<file path="config.mk">
export PLATFORM = sky130hd
export DESIGN_NAME = eth_mdio_master_flat
export DESIGN_NICKNAME = d
export VERILOG_FILES = /design/src/rtl/eth_mdio_master_pkg.sv /design/src/rtl/eth_mdio_master_if.sv /design/src/rtl/eth_mdio_master_clk_div.sv /design/src/rtl/eth_mdio_master.sv /design/src/flat_wrapper.sv
export SDC_FILE = /design/constraint.sdc
export NUM_CORES = 1
export LEC_CHECK = 0
export CAP_MARGIN = 10
export CORE_ASPECT_RATIO = 2
export CORE_UTILIZATION = 55
export CTS_BUF_LIST = sky130_fd_sc_hd__clkbuf_4 sky130_fd_sc_hd__clkbuf_8
export CTS_CLUSTER_DIAMETER = 50
export DETAILED_ROUTE_END_ITERATION = 8
export PLACE_DENSITY = 0.77
export SLEW_MARGIN = 0
export SYNTH_ARGS = -nofsm -noshare
export SYNTH_HDL_FRONTEND = slang
export SYNTH_SLANG_ARGS = --single-unit
</file>
<file path="constraint.sdc">
create_clock -name sys_clk -period 2.5 [get_ports sys_clk]
set_input_delay 0.625 -clock sys_clk [delete_from_list [all_inputs] [get_ports sys_clk]]
set_output_delay 0.625 -clock sys_clk [all_outputs]
set_load 0.02 [all_outputs]
</file>
<file path="src/rtl/eth_mdio_master_pkg.sv">
// rtl/eth_mdio_master_pkg.sv - shared types, frame constants and frame builder for the MDIO master
package eth_mdio_master_pkg;

    typedef enum logic [1:0] {RST_HOLD, IDLE, SHIFT, DONE} mdio_state_e;

    localparam logic [1:0] MDIO_ST = 2'b01;
    localparam logic [1:0] OP_WR   = 2'b01;
    localparam logic [1:0] OP_RD   = 2'b10;
    localparam logic [1:0] TA_WR   = 2'b10;

    localparam int PREAMBLE_LEN = 32;
    localparam int TA_IDX       = 46;
    localparam int DATA_IDX     = 48;
    localparam int FRAME_LEN    = 64;
    localparam int BIT_W        = $clog2(FRAME_LEN);

    // Bit 0 of the frame sits in the MSB; read frames carry 1s where the line is released.
    function automatic logic [FRAME_LEN-1:0] mdio_frame(input logic        wr,
                                                        input logic [4:0]  phy,
                                                        input logic [4:0]  regad,
                                                        input logic [15:0] wdata);
        mdio_frame = {{PREAMBLE_LEN{1'b1}}, MDIO_ST, (wr ? OP_WR : OP_RD), phy, regad,
                      (wr ? TA_WR : 2'b11), (wr ? wdata : 16'hFFFF)};
    endfunction

endpackage

</file>
<file path="src/rtl/eth_mdio_master_if.sv">
// rtl/eth_mdio_master_if.sv - request/response port bundle of the MDIO master
interface eth_mdio_master_if;
    logic        req_valid;
    logic        req_ready;
    logic        req_write;
    logic [4:0]  req_phy_addr;
    logic [4:0]  req_reg_addr;
    logic [15:0] req_wdata;
    logic        resp_valid;
    logic [15:0] resp_rdata;

    modport master (
        output req_valid, req_write, req_phy_addr, req_reg_addr, req_wdata,
        input  req_ready, resp_valid, resp_rdata
    );

    modport slave (
        input  req_valid, req_write, req_phy_addr, req_reg_addr, req_wdata,
        output req_ready, resp_valid, resp_rdata
    );
endinterface

</file>
<file path="src/rtl/eth_mdio_master_clk_div.sv">
// rtl/eth_mdio_master_clk_div.sv - MDC generator with one-cycle pulses ahead of each MDC edge
module mdio_clk_div #(
    parameter int CLK_DIV = 20
) (
    input  logic clk_i,
    input  logic rst_i,
    input  logic run_i,
    input  logic clear_i,
    output logic mdc_o,
    output logic rise_tick_o,
    output logic fall_tick_o
);
    localparam int            CW   = $clog2(CLK_DIV);
    localparam logic [CW-1:0] LAST = CW'(CLK_DIV - 1);

    logic [CW-1:0] cnt_q, cnt_d;
    logic          mdc_q, mdc_d;
    logic          half_end;

    assign half_end = run_i && !clear_i && (cnt_q == LAST);

    // Ticks fire in the last cycle of a half-period, so the edge that moves MDC also acts on them.
    assign rise_tick_o = half_end && !mdc_q;
    assign fall_tick_o = half_end && mdc_q;
    assign mdc_o       = mdc_q;

    always_comb begin
        cnt_d = cnt_q;
        mdc_d = mdc_q;
        if (clear_i || !run_i) begin
            cnt_d = '0;
            mdc_d = 1'b0;
        end else if (half_end) begin
            cnt_d = '0;
            mdc_d = ~mdc_q;
        end else begin
            cnt_d = cnt_q + 1'b1;
        end
    end

    always_ff @(posedge clk_i) begin
        if (rst_i) begin
            cnt_q <= '0;
            mdc_q <= 1'b0;
        end else begin
            cnt_q <= cnt_d;
            mdc_q <= mdc_d;
        end
    end
endmodule

</file>
<file path="src/rtl/eth_mdio_master.sv">
// rtl/eth_mdio_master.sv - PHY reset sequencer and clause-22 MDIO read/write frame engine
module eth_mdio_master
    import eth_mdio_master_pkg::*;
#(
    parameter int CLK_DIV        = 20,
    parameter int PHY_RST_CYCLES = 1_000_000
) (
    input  logic               sys_clk,
    input  logic               rst,
    eth_mdio_master_if.slave   req_if,
    output logic               busy,
    output logic               eth_mdio_mdc,
    output logic               mdio_o,
    input  logic               mdio_i,
    output logic               mdio_t,
    output logic               eth_rst_n
);
    localparam int               RW       = (PHY_RST_CYCLES > 1) ? $clog2(PHY_RST_CYCLES) : 1;
    localparam logic [RW-1:0]    RST_LAST = RW'(PHY_RST_CYCLES - 1);
    localparam logic [BIT_W-1:0] LAST_BIT = BIT_W'(FRAME_LEN - 1);
    localparam logic [BIT_W-1:0] TA_PREV  = BIT_W'(TA_IDX - 1);
    localparam logic [BIT_W-1:0] DATA_BIT = BIT_W'(DATA_IDX);

    mdio_state_e          state_q;
    logic [RW-1:0]        rst_cnt_q;
    logic [BIT_W-1:0]     bit_q;
    logic [FRAME_LEN-1:0] frame_q;
    logic                 write_q;
    logic [15:0]          rd_sh_q;
    logic [15:0]          rdata_q;
    logic                 ready_q, resp_valid_q, busy_q;
    logic                 mdio_o_q, mdio_t_q, eth_rst_n_q;

    logic                 run, clear, mdc, rise_tick, fall_tick;
    logic [FRAME_LEN-1:0] req_frame;

    assign run       = (state_q == SHIFT);
    assign clear     = (state_q == IDLE) && req_if.req_valid;
    assign req_frame = mdio_frame(req_if.req_write, req_if.req_phy_addr,
                                  req_if.req_reg_addr, req_if.req_wdata);

    mdio_clk_div #(.CLK_DIV(CLK_DIV)) u_clk_div (
        .clk_i       (sys_clk),
        .rst_i       (rst),
        .run_i       (run),
        .clear_i     (clear),
        .mdc_o       (mdc),
        .rise_tick_o (rise_tick),
        .fall_tick_o (fall_tick)
    );

    always_ff @(posedge sys_clk) begin
        if (rst) begin
            state_q      <= RST_HOLD;
            rst_cnt_q    <= '0;
            bit_q        <= '0;
            frame_q      <= '0;
            write_q      <= 1'b0;
            rd_sh_q      <= '0;
            rdata_q      <= '0;
            ready_q      <= 1'b0;
            resp_valid_q <= 1'b0;
            busy_q       <= 1'b1;
            mdio_o_q     <= 1'b1;
            mdio_t_q     <= 1'b1;
            eth_rst_n_q  <= 1'b0;
        end else begin
            resp_valid_q <= 1'b0;
            case (state_q)
                RST_HOLD: begin
                    if (rst_cnt_q == RST_LAST) begin
                        eth_rst_n_q <= 1'b1;
                        ready_q     <= 1'b1;
                        busy_q      <= 1'b0;
                        state_q     <= IDLE;
                    end else begin
                        rst_cnt_q <= rst_cnt_q + 1'b1;
                    end
                end
                IDLE: begin
                    if (req_if.req_valid) begin
                        frame_q  <= req_frame;
                        write_q  <= req_if.req_write;
                        bit_q    <= '0;
                        ready_q  <= 1'b0;
                        busy_q   <= 1'b1;
                        mdio_o_q <= req_frame[FRAME_LEN-1];
                        mdio_t_q <= 1'b0;
                        state_q  <= SHIFT;
                    end
                end
                SHIFT: begin
                    if (rise_tick && !write_q && (bit_q >= DATA_BIT)) begin
                        rd_sh_q <= {rd_sh_q[14:0], mdio_i};
                    end
                    // Bit boundaries coincide with MDC falling; the next bit's value and direction load here.
                    if (fall_tick) begin
                        if (bit_q == LAST_BIT) begin
                            state_q      <= DONE;
                            resp_valid_q <= 1'b1;
                            rdata_q      <= write_q ? 16'h0000 : rd_sh_q;
                            mdio_o_q     <= 1'b1;
                            mdio_t_q     <= 1'b1;
                        end else begin
                            bit_q    <= bit_q + 1'b1;
                            frame_q  <= frame_q << 1;
                            mdio_o_q <= frame_q[FRAME_LEN-2];
                            mdio_t_q <= !write_q && (bit_q >= TA_PREV);
                        end
                    end
                end
                DONE: begin
                    ready_q <= 1'b1;
                    busy_q  <= 1'b0;
                    state_q <= IDLE;
                end
                default: state_q <= RST_HOLD;
            endcase
        end
    end

    assign req_if.req_ready  = ready_q;
    assign req_if.resp_valid = resp_valid_q;
    assign req_if.resp_rdata = rdata_q;
    assign busy              = busy_q;
    assign eth_mdio_mdc      = mdc;
    assign mdio_o            = mdio_o_q;
    assign mdio_t            = mdio_t_q;
    assign eth_rst_n         = eth_rst_n_q;
endmodule

</file>
<file path="src/flat_wrapper.sv">
// flat-port wrapper written by rule: the top's interface ports become plain ports
module eth_mdio_master_flat import eth_mdio_master_pkg::*;
#(
    parameter int CLK_DIV        = 20,
    parameter int PHY_RST_CYCLES = 1_000_000
)
  (sys_clk, rst, busy, eth_mdio_mdc, mdio_o, mdio_i, mdio_t, eth_rst_n, req_if_req_valid, req_if_req_write, req_if_req_phy_addr, req_if_req_reg_addr, req_if_req_wdata, req_if_req_ready, req_if_resp_valid, req_if_resp_rdata);
  eth_mdio_master_if req_if_i ();
  input  logic sys_clk;
  input  logic rst;
  output logic busy;
  output logic eth_mdio_mdc;
  output logic mdio_o;
  input  logic mdio_i;
  output logic mdio_t;
  output logic eth_rst_n;
  input wire logic [$bits(req_if_i.req_valid)-1:0] req_if_req_valid;
  input wire logic [$bits(req_if_i.req_write)-1:0] req_if_req_write;
  input wire logic [$bits(req_if_i.req_phy_addr)-1:0] req_if_req_phy_addr;
  input wire logic [$bits(req_if_i.req_reg_addr)-1:0] req_if_req_reg_addr;
  input wire logic [$bits(req_if_i.req_wdata)-1:0] req_if_req_wdata;
  output wire logic [$bits(req_if_i.req_ready)-1:0] req_if_req_ready;
  output wire logic [$bits(req_if_i.resp_valid)-1:0] req_if_resp_valid;
  output wire logic [$bits(req_if_i.resp_rdata)-1:0] req_if_resp_rdata;
  assign req_if_i.req_valid = req_if_req_valid;
  assign req_if_i.req_write = req_if_req_write;
  assign req_if_i.req_phy_addr = req_if_req_phy_addr;
  assign req_if_i.req_reg_addr = req_if_req_reg_addr;
  assign req_if_i.req_wdata = req_if_req_wdata;
  assign req_if_req_ready = req_if_i.req_ready;
  assign req_if_resp_valid = req_if_i.resp_valid;
  assign req_if_resp_rdata = req_if_i.resp_rdata;
  eth_mdio_master #(.CLK_DIV(CLK_DIV), .PHY_RST_CYCLES(PHY_RST_CYCLES)) u_core (.sys_clk(sys_clk), .rst(rst), .req_if(req_if_i), .busy(busy), .eth_mdio_mdc(eth_mdio_mdc), .mdio_o(mdio_o), .mdio_i(mdio_i), .mdio_t(mdio_t), .eth_rst_n(eth_rst_n));
endmodule
</file>
==> summary.txt <==
Die
  • Die footprint: around 11,000 um2
  • Die width: 75.2 um
  • Vert. Die Dim: approximately 150 um
  • I/O Pins: 54
  • Row count: 53
  • Initial Util: 56.2%
  • Core box area: around 10,000 um2

Cells and area
  • Area growth, synth to finish: 18.5%
  • Final instance area: 6980 um2
  • Share of layout cells above drive strength 1: 12.0%
  • Ant diodes: 0
  • Fill count: about 890
  • Nets@finish: between 700 and 800

Worst setup path
  • Reg2reg end: u_core.frame_q[56]
  • FF-to-FF setup slack: 0.32 ns
  • Startpoint types: flop
  • Data required, critical path: between 2 and 3 ns
  • CP arrival: around 2.5 ns
  • RR Startpoint: u_core.u_clk_div.cnt_q[0]
  • Maximum fanout along the worst path: between 40 and 50
  • Crit end category: flop
  • Critical path type: reg -> reg
  • R2R cell count: 7

Clocking
  • Worst-Skew Late Latency: ~0.44 ns
  • Clk slew on worst S/H paths: 0.07 ns
  • CTS Hold Bufs: 0
  • Setup bufs post-CTS: 0
  • Sink Count: approximately 140
  • Post-CTS Resized: 0
  • CTS tree: done
  • Maximum clock insertion buffer count: 2
  • Num CTS Buffers: 17
  • Root Buffer: clkbuf_8
  • H-tree Lvls: 4

Timing
  • Slew Limit Fails: 0
  • Finish-stage setup viols: 0
  • Fin crit share: about 87%
  • Fin Clk Skew: 0.00901 ns
  • Maximum clock rate: 459 MHz
  • Endpoints failing hold: 0
  • Min Tclk post-route: 2.18 ns
  • Slew at the pin with the worst max-slew slack: about 0.62 ns
  • Slew Limit Headroom: 58.3%
  • RSZ-0062 raised after global routing: no
  • Final setup TNS: 0 ns

Logic synthesis
  • Register area share after synthesis: 46.2%
  • Synth Flop Type: dfxtp_1
  • Count leader, synth: dfxtp_1
  • Post-Synth Adder-Cell Area: under 10%
  • Async set-reset flop share out of synthesis: 0%
  • Mux share of post-synthesis cell area: under 10%
  • Seq cells post-synth: 136
  • Yosys warns: 0
  • Synth top area cells: dfxtp_1, a21oi_1, a311oi_1
  • Syn nets: approximately 690
  • Synth Instances: 649
  • Main combinational cell family by area after synthesis: compound AO/OA/AOI/OAI gates
  • Synth cell count leaders: dfxtp_1, a21oi_1, nand2_1
  • Synth unique cells: 53
  • Synth Area per Inst: roughly 9 um2
  • Number of synthesized flops with an enable pin: 0
  • Simple-Gate Fraction of Synth Area: ~16%
  • Synth top area share: a little under half
  • Xor/xnor share of the synthesized area: approximately 3%
  • Compound-Gate Fraction of Synth Area: around a quarter
  • Post-Syn Area: around 6000 um2
  • Synth area leader: dfxtp_1

Drt
  • Vias post-DR: approximately 5,000
  • # DRC: 0
  • Antenna viol nets, final: 0
  • Wirelength per Cell: roughly 16 um
  • Vias per cell: approximately 5.9
  • DRT iter0 DRCs: around 250
  • Pre-Repair DR Iteration Count: 4
  • Final WL: roughly 13,000 um

Placement
  • Post-DP Area: approximately 6600 um2
  • Hpwl dp: ~8500 um
  • Port buffer count: 53
  • Placer Congestion: 0.845

GRT
  • GRT Max-Usage Layer: met2
  • Met1 Use GR: approximately a quarter
  • M3 GR Usage: under 10%
  • Remaining Overflow, GRT: 0
  • Gr usage total: between 20% and 30%
  • Met2 Usage GRT: between 40 and 50%
  • Initial antenna violation count: 0
  • Global-route wire length before repair: 21,700 um
  • Vias in the first global route: about 4,900
  • Largest net degree at the start of global routing: between 100 and 150

Worst hold path
  • Hold Crit Depth: 2
  • Hold WC Path Type: reg -> reg
  • Hold Path End: u_core.rd_sh_q[15]
  • Hold path start: u_core.rd_sh_q[15]

Power
  • Leakage power: about 2.3 nW
  • Tot Pwr: ~6.2 mW
  • PwrDens: slightly below 900 nW/um2
  • Peak ir drop on the vdd network: between 0.6 and 0.7 mV

Job
  • Max Cap Viol: 0

Outcome
  • Outcome: completed
==> per-layer routing <==
layer / vias up / routed length (um)
met5: - / 0
met4: 0 / 357
met3: 25 / 355
met2: 94 / 7320
met1: 2397 / 5000
li1: 2415 / -
==> cell usage in the layout, fill, tap and decap left out, types with 4 or more instances in the layout <==
| cell type | count |
|---|---|
| a211oi_2 | 10 |
| a21oi_1 | 69 |
| a21oi_2 | 6 |
| a22o_1 | 16 |
| a311oi_1 | 29 |
| a311oi_2 | 6 |
| and3_1 | 7 |
| buf_12 | 4 |
| buf_4 | 17 |
| clkbuf_8 | 20 |
| clkdlybuf4s50_1 | 52 |
| clkinv_2 | 5 |
| dfxtp_1 | 136 |
| ha_1 | 8 |
| inv_1 | 43 |
| mux2i_1 | 12 |
| nand2_1 | 47 |
| nand2b_1 | 21 |
| nand3_1 | 15 |
| nand4_1 | 10 |
| nor2_1 | 29 |
| nor3_1 | 10 |
| o21ai_0 | 27 |
| o22ai_1 | 16 |
| o31ai_1 | 5 |
| or4_1 | 17 |
| xor2_1 | 18 |
==> flip-flops by register name, summed over array words and instances (netlist names), 2 cells and up <==
name and flops:
u_core.state_q 2, u_core.req_if.resp_rdata 16, u_core.rd_sh_q 16, u_core.bit_q 6, u_core.frame_q 63, u_core.rst_cnt_q 20
u_core.u_clk_div.cnt_q 5
==> worst max-delay path, cell delays in order, from the launching register on <==
cell and delay, ns:
dfxtp_1 0.36, ha_1 0.28, nand4bb_4 0.19, or3_4 0.45, o21ai_4 0.16, buf_12 0.25
a21oi_1 0.10, a311oi_1 0.27
==> metrics by stage <==
step / utilization, % / hold slack, ns / setup slack, ns / instances
final: 66.6 / 0.460 / 0.322 / 836
after global routing: 66.6 / 0.481 / 0.143 / 836
after CTS: 66.5 / 0.461 / 0.262 / 835
after detailed placement: 62.6 / 0.446 / 0.219 / 804
after global placement: 62.6 / 0.433 / 0.274 / 804
after floorplan: - / 0.418 / 0.481 / 649
==> kinds of logic after synthesis <==
kind of cell | Yosys count
AO/OA/AOI/OAI | 197
XOR/XNOR | 20
adder cells (fa/ha/maj) | 9
buffers and inverters | 98
flip-flops | 136
multiplexers | 12
AND/OR/NAND/NOR | 177
==> power by group <==
part | switching [mW] | internal (mW) | leakage [nW]
combinational | 0.845 | 0.657 | 0.959
clock | 0.808 | 1.07 | 0.215
sequential | 0.231 | 2.54 | 1.10
==> worst max-delay path by stage <==
| stage | cells after the start | to | start | slack [ns] |
|---|---|---|---|---|
| floorplan | 8 | u_core.bit_q[0] | u_core.state_q[1] | 0.48 |
| global placement | 6 | u_core.bit_q[0] | req_if_req_valid | 0.27 |
| detailed placement | 6 | u_core.bit_q[4] | req_if_req_valid | 0.22 |
| CTS | 6 | u_core.req_if.resp_rdata[13] | u_core.state_q[0] | 0.26 |
| global route | 7 | u_core.frame_q[56] | u_core.u_clk_div.cnt_q[0] | 0.14 |
| finish | 7 | u_core.frame_q[56] | u_core.u_clk_div.cnt_q[0] | 0.32 |
==> area by class of cell <==
| type | instances | area (um2) | share of cell area, % |
|---|---|---|---|
| multi-input cells | 415 | 2780 | 39.8 |
| flip-flops and latches | 136 | 2720 | 39.0 |
| repair buffers | 73 | 728 | 10.4 |
| clock buffers | 22 | 290 | 4.16 |
| well taps | 137 | 171 | 2.46 |
| inverters | 44 | 165 | 2.37 |
| clock inverters | 9 | 123 | 1.76 |
No activity file was read; power rests on OpenSTA's default activity.
